## config.mk

```make
export PLATFORM = sky130hd
export DESIGN_NAME = control_unit
export DESIGN_NICKNAME = d
export VERILOG_FILES = /design/src/rtl/cu_pkg.sv /design/src/rtl/cu_microrom.sv /design/src/rtl/control_unit.sv
export SDC_FILE = /design/constraint.sdc
export NUM_CORES = 1
export LEC_CHECK = 0
export ABC_AREA = 1
export CAP_MARGIN = 20
export CELL_PAD_IN_SITES_DETAIL_PLACEMENT = 1
export CELL_PAD_IN_SITES_GLOBAL_PLACEMENT = 2
export CORE_MARGIN = 5
export CORE_UTILIZATION = 30
export CTS_BUF_LIST = sky130_fd_sc_hd__clkbuf_16
export CTS_CLUSTER_DIAMETER = 120
export CTS_CLUSTER_SIZE = 10
export DETAILED_ROUTE_END_ITERATION = 12
export GPL_ROUTABILITY_DRIVEN = 0
export PLACE_DENSITY_LB_ADDON = 0.1
export SYNTH_ARGS = -nofsm -noshare
export SYNTH_HDL_FRONTEND = slang
export SYNTH_SLANG_ARGS = --single-unit
```

## constraint.sdc

```tcl
create_clock -name clk -period 3.89 [get_ports clk]
set_clock_uncertainty 0.15 [all_clocks]
set_input_delay 1.167 -clock clk [delete_from_list [all_inputs] [get_ports clk]]
set_output_delay 1.167 -clock clk [all_outputs]
set_load 0.01 [all_outputs]
```

## src/rtl/cu_pkg.sv

```systemverilog
// Shared definitions for the control unit: micro-op bit indices, opcodes,
// state encoding and small decode helpers.
package cu_pkg;

  localparam int CW = 32;

  localparam int B_PC_MAR     = 0;
  localparam int B_PC_INC     = 1;
  localparam int B_MEM_MBR    = 2;
  localparam int B_MBR_IR     = 3;
  localparam int B_IRADDR_MAR = 4;
  localparam int B_MBR_BR     = 5;
  localparam int B_ACC_MBR    = 6;
  localparam int B_MBR_MEM    = 7;
  localparam int B_IRADDR_PC  = 8;
  localparam int B_BR_ACC     = 9;
  localparam int B_MPY_HI_MR  = 16;
  localparam int B_ADD        = 22;
  localparam int B_SUB        = 23;
  localparam int B_AND        = 24;
  localparam int B_OR         = 25;
  localparam int B_NOT        = 26;
  localparam int B_SHL        = 27;
  localparam int B_SHR        = 28;
  localparam int B_MPY_LO_ACC = 29;
  localparam int B_SAL        = 30;
  localparam int B_SAR        = 31;

  localparam logic [7:0] OP_STORE  = 8'h01;
  localparam logic [7:0] OP_LOAD   = 8'h02;
  localparam logic [7:0] OP_ADD    = 8'h03;
  localparam logic [7:0] OP_SUB    = 8'h04;
  localparam logic [7:0] OP_JMPGEZ = 8'h05;
  localparam logic [7:0] OP_JMP    = 8'h06;
  localparam logic [7:0] OP_HALT   = 8'h07;
  localparam logic [7:0] OP_MPY    = 8'h08;
  localparam logic [7:0] OP_AND    = 8'h0A;
  localparam logic [7:0] OP_OR     = 8'h0B;
  localparam logic [7:0] OP_NOT    = 8'h0C;
  localparam logic [7:0] OP_SHR    = 8'h0D;
  localparam logic [7:0] OP_SHL    = 8'h0E;
  localparam logic [7:0] OP_SAR    = 8'h0F;
  localparam logic [7:0] OP_SAL    = 8'h10;

  typedef enum logic [3:0] {
    IDLE   = 4'd0,
    FETCH0 = 4'd1,
    FETCH1 = 4'd2,
    FETCH2 = 4'd3,
    EXEC0  = 4'd4,
    EXEC1  = 4'd5,
    EXEC2  = 4'd6,
    EXEC3  = 4'd7,
    HALT   = 4'd8
  } state_t;

  function automatic logic [CW-1:0] bit_word(input int idx);
    return 32'd1 << idx;
  endfunction

  localparam logic [CW-1:0] W_FETCH0 = 32'd1 << B_PC_MAR;
  localparam logic [CW-1:0] W_FETCH1 = (32'd1 << B_PC_INC) | (32'd1 << B_MEM_MBR);
  localparam logic [CW-1:0] W_FETCH2 = 32'd1 << B_MBR_IR;

  function automatic logic [1:0] step_of(input state_t s);
    case (s)
      EXEC1:   return 2'd1;
      EXEC2:   return 2'd2;
      EXEC3:   return 2'd3;
      default: return 2'd0;
    endcase
  endfunction

  function automatic state_t exec_state(input logic [1:0] step);
    case (step)
      2'd0:    return EXEC0;
      2'd1:    return EXEC1;
      2'd2:    return EXEC2;
      default: return EXEC3;
    endcase
  endfunction

  function automatic logic is_busy(input state_t s);
    case (s)
      FETCH0, FETCH1, FETCH2, EXEC0, EXEC1, EXEC2, EXEC3: return 1'b1;
      default:                                            return 1'b0;
    endcase
  endfunction

endpackage

```

## src/rtl/cu_microrom.sv

```systemverilog
// Combinational microcode: micro-op word for one execute step of an opcode,
// plus whether that step finishes the instruction.
module cu_microrom
  import cu_pkg::*;
#(
  parameter int OPC_W = 8
) (
  input  logic [OPC_W-1:0] opcode,
  input  logic [1:0]       step,
  input  logic             flag0,
  output logic [CW-1:0]    word,
  output logic             last
);

  logic [CW-1:0] op_word_s;

  // Single ALU-op selection; MPY is the only op that also drives MR.
  always_comb begin
    op_word_s = 32'h0;
    case (opcode)
      OPC_W'(OP_ADD): op_word_s = bit_word(B_ADD);
      OPC_W'(OP_SUB): op_word_s = bit_word(B_SUB);
      OPC_W'(OP_AND): op_word_s = bit_word(B_AND);
      OPC_W'(OP_OR):  op_word_s = bit_word(B_OR);
      OPC_W'(OP_MPY): op_word_s = bit_word(B_MPY_LO_ACC) | bit_word(B_MPY_HI_MR);
      OPC_W'(OP_NOT): op_word_s = bit_word(B_NOT);
      OPC_W'(OP_SHR): op_word_s = bit_word(B_SHR);
      OPC_W'(OP_SHL): op_word_s = bit_word(B_SHL);
      OPC_W'(OP_SAR): op_word_s = bit_word(B_SAR);
      OPC_W'(OP_SAL): op_word_s = bit_word(B_SAL);
      default:        op_word_s = 32'h0;
    endcase
  end

  // Step sequencing per instruction class; unknown opcodes are one-step NOPs.
  always_comb begin
    word = 32'h0;
    last = 1'b1;
    case (opcode)
      OPC_W'(OP_STORE): begin
        last = (step == 2'd2);
        case (step)
          2'd0:    word = bit_word(B_IRADDR_MAR);
          2'd1:    word = bit_word(B_ACC_MBR);
          2'd2:    word = bit_word(B_MBR_MEM);
          default: word = 32'h0;
        endcase
      end
      OPC_W'(OP_LOAD): begin
        last = (step == 2'd2);
        case (step)
          2'd0:    word = bit_word(B_IRADDR_MAR);
          2'd1:    word = bit_word(B_MEM_MBR);
          2'd2:    word = bit_word(B_MBR_BR) | bit_word(B_BR_ACC);
          default: word = 32'h0;
        endcase
      end
      OPC_W'(OP_ADD), OPC_W'(OP_SUB), OPC_W'(OP_AND), OPC_W'(OP_OR), OPC_W'(OP_MPY): begin
        last = (step == 2'd3);
        case (step)
          2'd0:    word = bit_word(B_IRADDR_MAR);
          2'd1:    word = bit_word(B_MEM_MBR);
          2'd2:    word = bit_word(B_MBR_BR);
          default: word = op_word_s;
        endcase
      end
      OPC_W'(OP_NOT), OPC_W'(OP_SHR), OPC_W'(OP_SHL), OPC_W'(OP_SAR), OPC_W'(OP_SAL): begin
        word = op_word_s;
      end
      OPC_W'(OP_JMP): begin
        word = bit_word(B_IRADDR_PC);
      end
      OPC_W'(OP_JMPGEZ): begin
        if (flag0) begin
          word = 32'h0;
        end else begin
          word = bit_word(B_IRADDR_PC);
        end
      end
      default: begin
        word = 32'h0;
      end
    endcase
  end

endmodule

```

## src/rtl/control_unit.sv

```systemverilog
// Microprogrammed control unit: fetch/execute sequencer issuing one registered
// micro-op word per state.
module control_unit
  import cu_pkg::*;
#(
  parameter int OPC_W = 8
) (
  input  logic             clk,
  input  logic             rst,
  input  logic             start,
  input  logic [OPC_W-1:0] IRtoCU,
  input  logic [7:0]       flag,
  output logic [CW-1:0]    control_signal,
  output logic             busy,
  output logic             halted
);

  state_t           state_r;
  logic [OPC_W-1:0] opcode_r;
  logic             last_r;

  state_t           next_state_s;
  logic [CW-1:0]    next_word_s;
  logic [OPC_W-1:0] next_opcode_s;
  logic             next_last_s;
  logic [OPC_W-1:0] rom_opc_s;
  logic [1:0]       rom_step_s;
  logic [CW-1:0]    rom_word_s;
  logic             rom_last_s;
  logic             unused_flag_s;

  assign unused_flag_s = ^flag[7:1];

  cu_microrom #(.OPC_W(OPC_W)) u_microrom (
    .opcode (rom_opc_s),
    .step   (rom_step_s),
    .flag0  (flag[0]),
    .word   (rom_word_s),
    .last   (rom_last_s)
  );

  // Next state and the word for that state; the ROM is always queried for the
  // step about to be entered, using the live opcode only on the FETCH2 edge.
  always_comb begin
    next_state_s  = state_r;
    next_word_s   = 32'h0;
    next_opcode_s = opcode_r;
    next_last_s   = last_r;
    rom_opc_s     = opcode_r;
    rom_step_s    = step_of(state_r) + 2'd1;
    case (state_r)
      IDLE: begin
        if (start) begin
          next_state_s = FETCH0;
          next_word_s  = W_FETCH0;
        end else begin
          next_state_s = IDLE;
        end
      end
      FETCH0: begin
        next_state_s = FETCH1;
        next_word_s  = W_FETCH1;
      end
      FETCH1: begin
        next_state_s = FETCH2;
        next_word_s  = W_FETCH2;
      end
      FETCH2: begin
        rom_opc_s     = IRtoCU;
        rom_step_s    = 2'd0;
        next_opcode_s = IRtoCU;
        if (IRtoCU == OPC_W'(OP_HALT)) begin
          next_state_s = HALT;
          next_last_s  = 1'b1;
        end else begin
          next_state_s = EXEC0;
          next_word_s  = rom_word_s;
          next_last_s  = rom_last_s;
        end
      end
      EXEC0, EXEC1, EXEC2, EXEC3: begin
        if (last_r) begin
          next_state_s = FETCH0;
          next_word_s  = W_FETCH0;
        end else begin
          next_state_s = exec_state(rom_step_s);
          next_word_s  = rom_word_s;
          next_last_s  = rom_last_s;
        end
      end
      HALT: begin
        next_state_s = HALT;
      end
      default: begin
        next_state_s = IDLE;
      end
    endcase
  end

  // State, latched opcode and all outputs update together.
  always_ff @(posedge clk or negedge rst) begin
    if (!rst) begin
      state_r        <= IDLE;
      opcode_r       <= '0;
      last_r         <= 1'b0;
      control_signal <= 32'h0;
      busy           <= 1'b0;
      halted         <= 1'b0;
    end else begin
      state_r        <= next_state_s;
      opcode_r       <= next_opcode_s;
      last_r         <= next_last_s;
      control_signal <= next_word_s;
      busy           <= is_busy(next_state_s);
      halted         <= (next_state_s == HALT);
    end
  end

endmodule

```

==> results.sh, run 1 <==
export IMPL_status="finished clean"
export IMPL_die_area_um2=8230
export IMPL_critPathKind="in2reg"
export IMPL_crit_chain="clkdlybuf4s50_1 -> nand3b_1 -> nand2_1 -> nand2_2 -> nor2_1 -> nand2_1 -> nand2_1 -> inv_1 -> nand2_1 -> nand4_1 -> nor2_1"
export IMPL_cp_top_family="simple AND/OR/NAND/NOR gates"
export IMPL_area_delta_synth_final_pct=25.1
export IMPL_place_inst=340
export IMPL_cts_tree="done"
export IMPL_worst_path_buf_inv=2
export IMPL_synth_cell_types=28
export IMPL_crit_top_cell="nand2_1"
export IMPL_grt_use_total=0.127
export IMPL_cts_made_buffers=5
export IMPL_finalSetupTns_ns=0
export IMPL_die_w_um=90.7
export IMPL_fin_nets=289
export IMPL_initial_utilization=0.308
export IMPL_grt_setup_unrepaired="no"
export IMPL_finalMaxSlewViolations=0
export IMPL_wire_per_inst_um=14.2
export IMPL_cp_start_kind="input port"
export IMPL_clockBufferDepth=2
export IMPL_syn_area_um2=1960
export IMPL_finalCritPeriodShare=0.732
export IMPL_drt_initial_drc_count=46
export IMPL_synth_area_per_cell_um2=8.39
export IMPL_synth_edff_count=0
export IMPL_layout_drive_gt1_share=0.181
export IMPL_routed_via_density=4.55
export IMPL_grt_ovfl_total=0
export IMPL_antennaDiodeCount=0
export IMPL_p_int_uw=932
export IMPL_drc=0
export IMPL_antenna_found_initial=0
export IMPL_yosysWarningCount=0
export IMPL_wl_met2_mm=2.36
export IMPL_ctsResizeCount=0
export IMPL_std_cell_rows=29
export IMPL_cts_sinks=35
export IMPL_hpwl_mm=3.79
export IMPL_ir_drop_mv=0.307
export IMPL_p_seq_frac=0.290
export IMPL_seq_area_frac_synth=0.448
export IMPL_synth_largest_area_cell="dfrtp_1"
export IMPL_die_y_um=90.7
export IMPL_root_buffer="clkbuf_16"
export IMPL_synth_most_common_cell="nand2_1"
export IMPL_clk_pin_slew_ns=0.05
export IMPL_finalSetupViolCount=0
export IMPL_grt_pass1_wl_mm=8.29
export IMPL_hold_viol=0
export IMPL_slowest_delay_ns=0.44
export IMPL_highest_layer="met4"
export IMPL_arrival_ns=2.90
export IMPL_num_vias=1578
export IMPL_synthFlopType="dfrtp_1"
export IMPL_hold_path_class="reg2reg"
export IMPL_io_buffers=34
export IMPL_p_leak_uw=0.00119
export IMPL_power_frac_clock=0.213
export IMPL_slew_headroom=0.616
export IMPL_crit_path_top_delay_cell="clkdlybuf4s50_1"
export IMPL_core_um2=6350
export IMPL_yosys_top_cells_count="nand2_1 (51), dfrtp_1 (35), inv_1 (26)"
export IMPL_whs_ns=0.338
export IMPL_powerDensity_nw_per_um2=712
export IMPL_p_sw_frac=0.465
export IMPL_grt_max_degree=36
export IMPL_firstDrtPassIters=4
export IMPL_synth_top_area_share=0.448
export IMPL_cts_setup_buffers=0
export IMPL_synth_area_leaders="dfrtp_1 (45%), nand2_1 (9.8%), buf_4 (5.0%)"
export IMPL_holdBufCountCts=0
export IMPL_fmax_mhz=351
export IMPL_final_cells=347
export IMPL_synth_seq_cells=35
export IMPL_synth_cells=233
export IMPL_end_kind="flip-flop"
export IMPL_drt_total_wl_mm=4.92
export IMPL_required_ns=3.94
export IMPL_p_sw_uw=811
export IMPL_wl_met1_mm=2.26
export IMPL_layout_min_cycle_time_ns=2.85
export IMPL_async_flop_share=1.00
export IMPL_htreeDepth=2
export IMPL_insertion_delay_ns=0.28
export IMPL_grt_pass1_vias=1649
export IMPL_tightest_slew_ns=0.562
export IMPL_timing_max_cap_violations=0
export IMPL_comb_power_share=0.497
export IMPL_cp_max_fo=4
export IMPL_wl_met3_um=228
export IMPL_pin_count=53
export IMPL_ant_nets=0
[placed cells by master (no fill, tap or decap), types with 5 or more instances in the layout]
| master | count |
|---|---|
| clkdlybuf4s50_1 | 34 |
| nor2_1 | 22 |
| conb_1 | 11 |
| nand2_1 | 51 |
| inv_1 | 26 |
| nand2_4 | 7 |
| nor3_2 | 7 |
| nor3_1 | 9 |
| dfrtp_1 | 35 |
| o21ai_0 | 5 |
| nand2_2 | 11 |
| clkbuf_16 | 5 |
| inv_2 | 5 |
| nand3_1 | 18 |
[logic make-up after synthesis]
family,share of synthesized area
other cells,0.00192
simple gates,0.385
flops,0.448
buf+inv,0.127
compound gates,0.0384
[cell type report]
class / instances / area (um^2)
tap: 77 / 96.3
timing repair buffer: 35 / 348
multi-input combinational: 161 / 868
clock inverter: 2 / 8.76
inverter: 32 / 125
clock buffer: 5 / 125
sequential: 35 / 876
fill: 759 / 3900
[metrics by stage]
stage	util	instance area (um^2)	total power, uW	worst slack, ns
after floorplan	-	1990	1180	1.51
after global placement	0.364	2310	1380	0.785
after detailed placement	0.364	2310	1390	0.761
after CTS	0.385	2450	1780	1.04
after global routing	0.385	2450	1910	0.871
final	0.385	2450	1740	1.04
[final timing paths]
check                            startpoint                  to  slack [ns]  depth (start not counted)
worst min-delay path            opcode_r[3]         opcode_r[3]        0.34                          2
worst min register to register  opcode_r[3]         opcode_r[3]        0.34                          2
min in group asynchronous               rst   control_signal[3]        1.17                          2
max in group asynchronous               rst  control_signal[25]        2.09                          2
worst max register to register   state_r[3]  control_signal[31]        1.23                         12
worst max-delay path              IRtoCU[0]  control_signal[25]        1.04                         11
[power groups by stage]
stage               Clock (uW)  Sequential (uW)  Combinational, uW
floorplan                    0              510                671
global placement             0              509                872
detailed placement           0              511                879
CTS                        388              506                884
global route               406              517                983
finish                     372              505                867
[per-layer routing]
layer | vias to the layer above | global-route usage
met3 | 6 | 0.0317
li1 | 787 | -
met4 | 0 | 0.0409
met2 | 33 | 0.211
met1 | 752 | 0.159
met5 | - | 0
[worst register-to-register path: cells and delay by family, from the launching register on]
| kind | cells | cell delay, ns |
|---|---|---|
| DFF | 1 | 0.48 |
| and+or+nand+nor | 12 | 1.92 |
[flip-flops by register name, indices dropped and copies added, names as in the netlist]
signal / flops
busy: 1
control_signal: 20
halted: 1
last_r: 1
opcode_r: 8
state_r: 4
Note: power is estimated with default switching activity, not from simulation.
==> inputs of run 2 (changes only) <==
--- a/config.mk
+++ b/config.mk
@@ -10,7 +10,7 @@
 export CELL_PAD_IN_SITES_DETAIL_PLACEMENT = 1
 export CELL_PAD_IN_SITES_GLOBAL_PLACEMENT = 2
 export CORE_MARGIN = 5
-export CORE_UTILIZATION = 30
+export CORE_UTILIZATION = 25
 export CTS_BUF_LIST = sky130_fd_sc_hd__clkbuf_16
 export CTS_CLUSTER_DIAMETER = 120
 export CTS_CLUSTER_SIZE = 10
==> constraint.sdc (replaced) <==
create_clock -name clk -period 2.5 [get_ports clk]
set_clock_uncertainty 0.15 [all_clocks]
set_input_delay 0.75 -clock clk [delete_from_list [all_inputs] [get_ports clk]]
set_output_delay 0.75 -clock clk [all_outputs]
set_load 0.01 [all_outputs]
==> run 2 against run 1 <==
Global-route usage down 1.4 points. Hold slack better by 0.0065 ns. Cell area grew 10%. Non-clock buffer count increased by 28. Die area up 18%. Clock-buffer cell count stayed put. Sequential power grew 54%. Core utilization down 3.4 points. Highest routed layer unchanged.
==> results.sh, run 2 (synthesis results as in run 1) <==
export IMPL_status="finished clean"
export IMPL_die_y_um=98.4
export IMPL_required_ns=2.55
export IMPL_routed_via_density=4.07
export IMPL_die_w_um=98.4
export IMPL_initial_utilization=0.254
export IMPL_layout_min_cycle_time_ns=2.33
export IMPL_layout_drive_gt1_share=0.258
export IMPL_placed_area_um2=2550
export IMPL_post_route_util=0.352
export IMPL_largest_reg_flops=20
export IMPL_hold_path_startpoint="opcode_r[3]"
export IMPL_place_inst=393
export IMPL_std_cell_rows=32
export IMPL_grt_pass1_vias=1746
export IMPL_die_area_um2=9690
export IMPL_end_kind="flip-flop"
export IMPL_powerDensity_nw_per_um2=1110
export IMPL_hold_path_class="reg2reg"
export IMPL_insertion_delay_ns=0.27
export IMPL_final_cells=400
export IMPL_antenna_found_initial=0
export IMPL_fmax_mhz=429
export IMPL_final_cell_mix="nand2_1 (51), dfrtp_1 (35), clkdlybuf4s50_1 (34)"
export IMPL_core_um2=7690
export IMPL_arrival_ns=2.39
export IMPL_holdPathStages=2
export IMPL_clk_pin_slew_ns=0.06
export IMPL_firstDrtPassIters=4
export IMPL_cts_setup_buffers=0
export IMPL_fin_nets=317
export IMPL_root_buffer="clkbuf_16"
export IMPL_finalSetupViolCount=0
export IMPL_ir_drop_mv=0.341
export IMPL_pin_count=53
export IMPL_wire_per_inst_um=12.8
export IMPL_cts_sinks=35
export IMPL_cts_made_buffers=5
export IMPL_holdBufCountCts=0
export IMPL_hold_end="opcode_r[3]"
export IMPL_setup_worst_path_start="IRtoCU[1]"
export IMPL_drt_initial_drc_count=19
export IMPL_r2r_start="state_r[1]"
export IMPL_finalMaxSlewViolations=0
export IMPL_drt_total_wl_mm=5.14
export IMPL_top_register="control_signal"
export IMPL_hpwl_mm=4.13
export IMPL_antennaDiodeCount=0
export IMPL_r2r_slack_ns=0.24
export IMPL_grt_max_degree=36
export IMPL_drc=0
export IMPL_clockBufferDepth=2
export IMPL_r2r_cells=13
export IMPL_num_vias=1629
export IMPL_critPathKind="in2reg"
export IMPL_finalCritPeriodShare=0.933
export IMPL_grt_use_total=0.113
export IMPL_tightest_slew_ns=0.581
export IMPL_hold_viol=0
export IMPL_p_leak_uw=0.00133
export IMPL_slew_headroom=0.603
export IMPL_stdcell_area_um2=2700
export IMPL_cp_start_kind="input port"
export IMPL_htreeDepth=2
export IMPL_cts_tree="done"
export IMPL_area_delta_synth_final_pct=38.2
export IMPL_grt_pass1_wl_mm=8.58
export IMPL_final_common_cell="nand2_1"
export IMPL_cp_max_fo=3
export IMPL_timing_max_cap_violations=0
export IMPL_grt_ovfl_total=0
export IMPL_grt_setup_unrepaired="no"
export IMPL_io_buffers=34
export IMPL_reg2reg_to="control_signal[25]"
export IMPL_ant_nets=0
export IMPL_reg_top3="control_signal x20, opcode_r x8, state_r x4"
-- run 2: how the worst max path moves through the flow --
stage	to	slack, ns
after floorplan	control_signal[2]	0.54
after global placement	control_signal[24]	-0.14
after detailed placement	control_signal[25]	-0.14
after CTS	control_signal[25]	0.11
after global routing	control_signal[24]	0.01
final	control_signal[25]	0.17
-- run 2: power breakdown --
group / total [uW] / internal, uW / switching [uW]
logic: 1630 / 622 / 1010
registers: 778 / 695 / 83.4
clock network: 578 / 358 / 220
total: 2990 / 1670 / 1320
-- run 2: routing by layer --
| layer | share of wire | wire, um | vias up | global-route usage |
|---|---|---|---|---|
| met5 | 0 | 0 | - | 0 |
| met4 | 0.011 | 57 | 0 | 0.0378 |
| met3 | 0.032 | 165 | 4 | 0.0304 |
| met2 | 0.51 | 2620 | 26 | 0.193 |
| met1 | 0.45 | 2290 | 761 | 0.137 |
| li1 | - | - | 838 | - |
-- run 2: worst max-delay path, cell delays in order --
cell             delay [ns]
clkdlybuf4s50_1        0.43
nand3b_2               0.22
nand2_2                0.13
nand2_2                0.07
nor2_1                 0.18
nand2_1                0.10
nand2_1                0.13
inv_1                  0.05
nand2_1                0.10
nand4_1                0.12
nor2_1                 0.11
-- run 2: repair_timing --
action / in CTS / in global routing
endpoints found under the setup margin: 0 / 12
gates resized for setup: 0 / 2
hold endpoints to repair: 0 / 0
-- run 2: through the flow --
step	hold slack, ns	TNS [ns]	setup WS (ns)	total power, uW
3_3_place_gp	0.323	-1.74	-0.142	2420
2_1_floorplan	0.303	0	0.541	1840
5_1_grt	0.369	0	0.0113	3280
4_1_cts	0.348	0	0.114	3050
3_5_place_dp	0.334	-1.77	-0.145	2440
6_report	0.345	0	0.169	2990
-- run 2: final cells by class --
cell class                 instances  area, um^2
tap                              102         128
inverter                          32         125
clock inverter                     2        8.76
clock buffer                       5         125
fill                             920        4980
sequential                        35         876
multi-input combinational        161         882
timing repair buffer              63         558
==> inputs of run 3 (changes only) <==
--- a/config.mk
+++ b/config.mk
@@ -9,11 +9,10 @@
 export CAP_MARGIN = 20
 export CELL_PAD_IN_SITES_DETAIL_PLACEMENT = 1
 export CELL_PAD_IN_SITES_GLOBAL_PLACEMENT = 2
-export CORE_MARGIN = 5
 export CORE_UTILIZATION = 25
 export CTS_BUF_LIST = sky130_fd_sc_hd__clkbuf_16
 export CTS_CLUSTER_DIAMETER = 120
-export CTS_CLUSTER_SIZE = 10
+export CTS_CLUSTER_SIZE = 24
 export DETAILED_ROUTE_END_ITERATION = 12
 export GPL_ROUTABILITY_DRIVEN = 0
 export PLACE_DENSITY_LB_ADDON = 0.1
==> run 3 against run 2 <==
Via count increased by 0.68%. Cell count is 0.25% higher. Setup slack better by 0.022 ns. Largest power group unchanged. Highest routed layer unchanged.
==> results.sh, run 3 (synthesis results as in run 1) <==
export IMPL_post_route_util=0.368
export IMPL_arrival_ns=2.33
export IMPL_p_sw_frac=0.442
export IMPL_status="finished clean"
export IMPL_die_y_um=90.4
export IMPL_hpwl_mm=3.94
export IMPL_hold_path_class="reg2reg"
export IMPL_grt_ovfl_total=0
export IMPL_p_seq_frac=0.255
export IMPL_drt_initial_drc_count=43
export IMPL_layout_drive_gt1_share=0.275
export IMPL_root_buffer="clkbuf_16"
export IMPL_end_kind="flip-flop"
export IMPL_final_common_cell="nand2_1"
export IMPL_required_ns=2.52
export IMPL_finalMaxSlewViolations=0
export IMPL_power_frac_clock=0.200
export IMPL_grt_use_total=0.133
export IMPL_die_area_um2=8180
export IMPL_tightest_slew_ns=0.587
export IMPL_largest_reg_flops=20
export IMPL_layout_min_cycle_time_ns=2.31
export IMPL_io_buffers=34
export IMPL_comb_power_share=0.545
export IMPL_register_area_um2=876
export IMPL_crit_path_top_delay_cell="clkdlybuf4s50_1"
export IMPL_reg_top3="control_signal x20, opcode_r x8, state_r x4"
export IMPL_cts_setup_buffers=0
export IMPL_powerDensity_nw_per_um2=1110
export IMPL_cp_start_kind="input port"
export IMPL_top_register="control_signal"
export IMPL_initial_utilization=0.264
export IMPL_timing_max_cap_violations=0
export IMPL_fillCellCount=907
export IMPL_finalSetupTns_ns=0
export IMPL_cp_max_fo=8
export IMPL_critPathKind="in2reg"
export IMPL_stdcell_area_um2=2730
export IMPL_clockBufferDepth=2
export IMPL_p_sw_uw=1340
export IMPL_core_um2=7410
export IMPL_wire_per_inst_um=12.3
export IMPL_antenna_found_initial=0
export IMPL_placed_area_um2=2570
export IMPL_pin_count=53
export IMPL_insertion_delay_ns=0.28
export IMPL_p_int_uw=1690
export IMPL_hold_viol=0
export IMPL_drt_total_wl_mm=4.95
export IMPL_p_leak_uw=0.00135
export IMPL_firstDrtPassIters=4
export IMPL_num_vias=1640
export IMPL_ir_drop_mv=0.371
export IMPL_grt_max_degree=36
export IMPL_slew_headroom=0.599
export IMPL_area_delta_synth_final_pct=39.4
export IMPL_htreeDepth=2
export IMPL_grt_pass1_wl_mm=8.36
export IMPL_crit_chain="clkdlybuf4s50_1 -> nand3b_1 -> nand2_1 -> nand2_2 -> nor2_1 -> nand2_1 -> nand3_1 -> nor2_2 -> nand2_4 -> nand2_4 -> o21bai_2"
export IMPL_drc=0
export IMPL_cts_sinks=35
export IMPL_cts_tree="done"
export IMPL_fmax_mhz=433
export IMPL_ant_nets=0
export IMPL_antennaDiodeCount=0
export IMPL_routed_via_density=4.09
export IMPL_std_cell_rows=31
export IMPL_slowest_delay_ns=0.48
export IMPL_grt_pass1_vias=1712
export IMPL_finalCritPeriodShare=0.924
export IMPL_final_cell_mix="nand2_1 (50), dfrtp_1 (35), clkdlybuf4s50_1 (34)"
export IMPL_grt_setup_unrepaired="no"
export IMPL_fin_nets=320
export IMPL_power_uw=3040
export IMPL_die_w_um=90.4
export IMPL_multi_input_area_um2=880
export IMPL_finalSetupViolCount=0
export IMPL_clk_pin_slew_ns=0.06
export IMPL_cts_made_buffers=5
==> run 3: layout make-up <==
cell class	count	area share
inverter	32	0.0459
sequential	35	0.321
clock inverter	3	0.00597
timing repair buffer	66	0.213
tap	99	0.0454
multi-input combinational	161	0.323
clock buffer	5	0.0459
==> run 3: worst paths after layout <==
path                                  start                 end  slack, ns  cells after the start
max in group asynchronous               rst  control_signal[22]       1.14                      2
worst max-delay path              IRtoCU[0]   control_signal[2]       0.19                     11
worst max register to register   state_r[1]  control_signal[24]       0.29                     13
min in group asynchronous               rst   control_signal[0]       0.74                      2
worst min register to register  opcode_r[3]         opcode_r[3]       0.34                      2
worst min-delay path            opcode_r[3]         opcode_r[3]       0.34                      2
==> run 3: worst max-delay path, delay by kind of cell <==
kind / cells / cell delay (ns)
and+or+nand+nor: 9 / 1.03
AOI/OAI and AO/OA: 1 / 0.06
buffers and inverters: 1 / 0.48
==> run 3: routing by layer <==
| metal | share of wire | track usage |
|---|---|---|
| met1 | 0.48 | 0.166 |
| met5 | 0 | 0 |
| met2 | 0.48 | 0.224 |
| met3 | 0.030 | 0.0320 |
| met4 | 0.012 | 0.0444 |
==> run 3: timing repair <==
| item | CTS | global route |
|---|---|---|
| hold buffers | 0 | 0 |
| resized for setup | 0 | 4 |
| endpoints found under the setup margin | 0 | 7 |
==> run 3: power by group through the flow <==
stage / Combinational, uW / Sequential [uW] / Clock, uW
after floorplan: 1040 / 793 / 0
after global placement: 1660 / 781 / 0
after detailed placement: 1670 / 786 / 0
after CTS: 1670 / 777 / 626
after global routing: 1860 / 792 / 647
final: 1660 / 776 / 606
==> run 3: through the flow <==
stage / worst slack, ns / instances / hold WS (ns)
after global placement: -0.145 / 393 / 0.319
after detailed placement: -0.149 / 393 / 0.341
after global routing: 0.0168 / 401 / 0.366
final: 0.191 / 401 / 0.344
after CTS: 0.132 / 401 / 0.351
after floorplan: 0.541 / 243 / 0.303
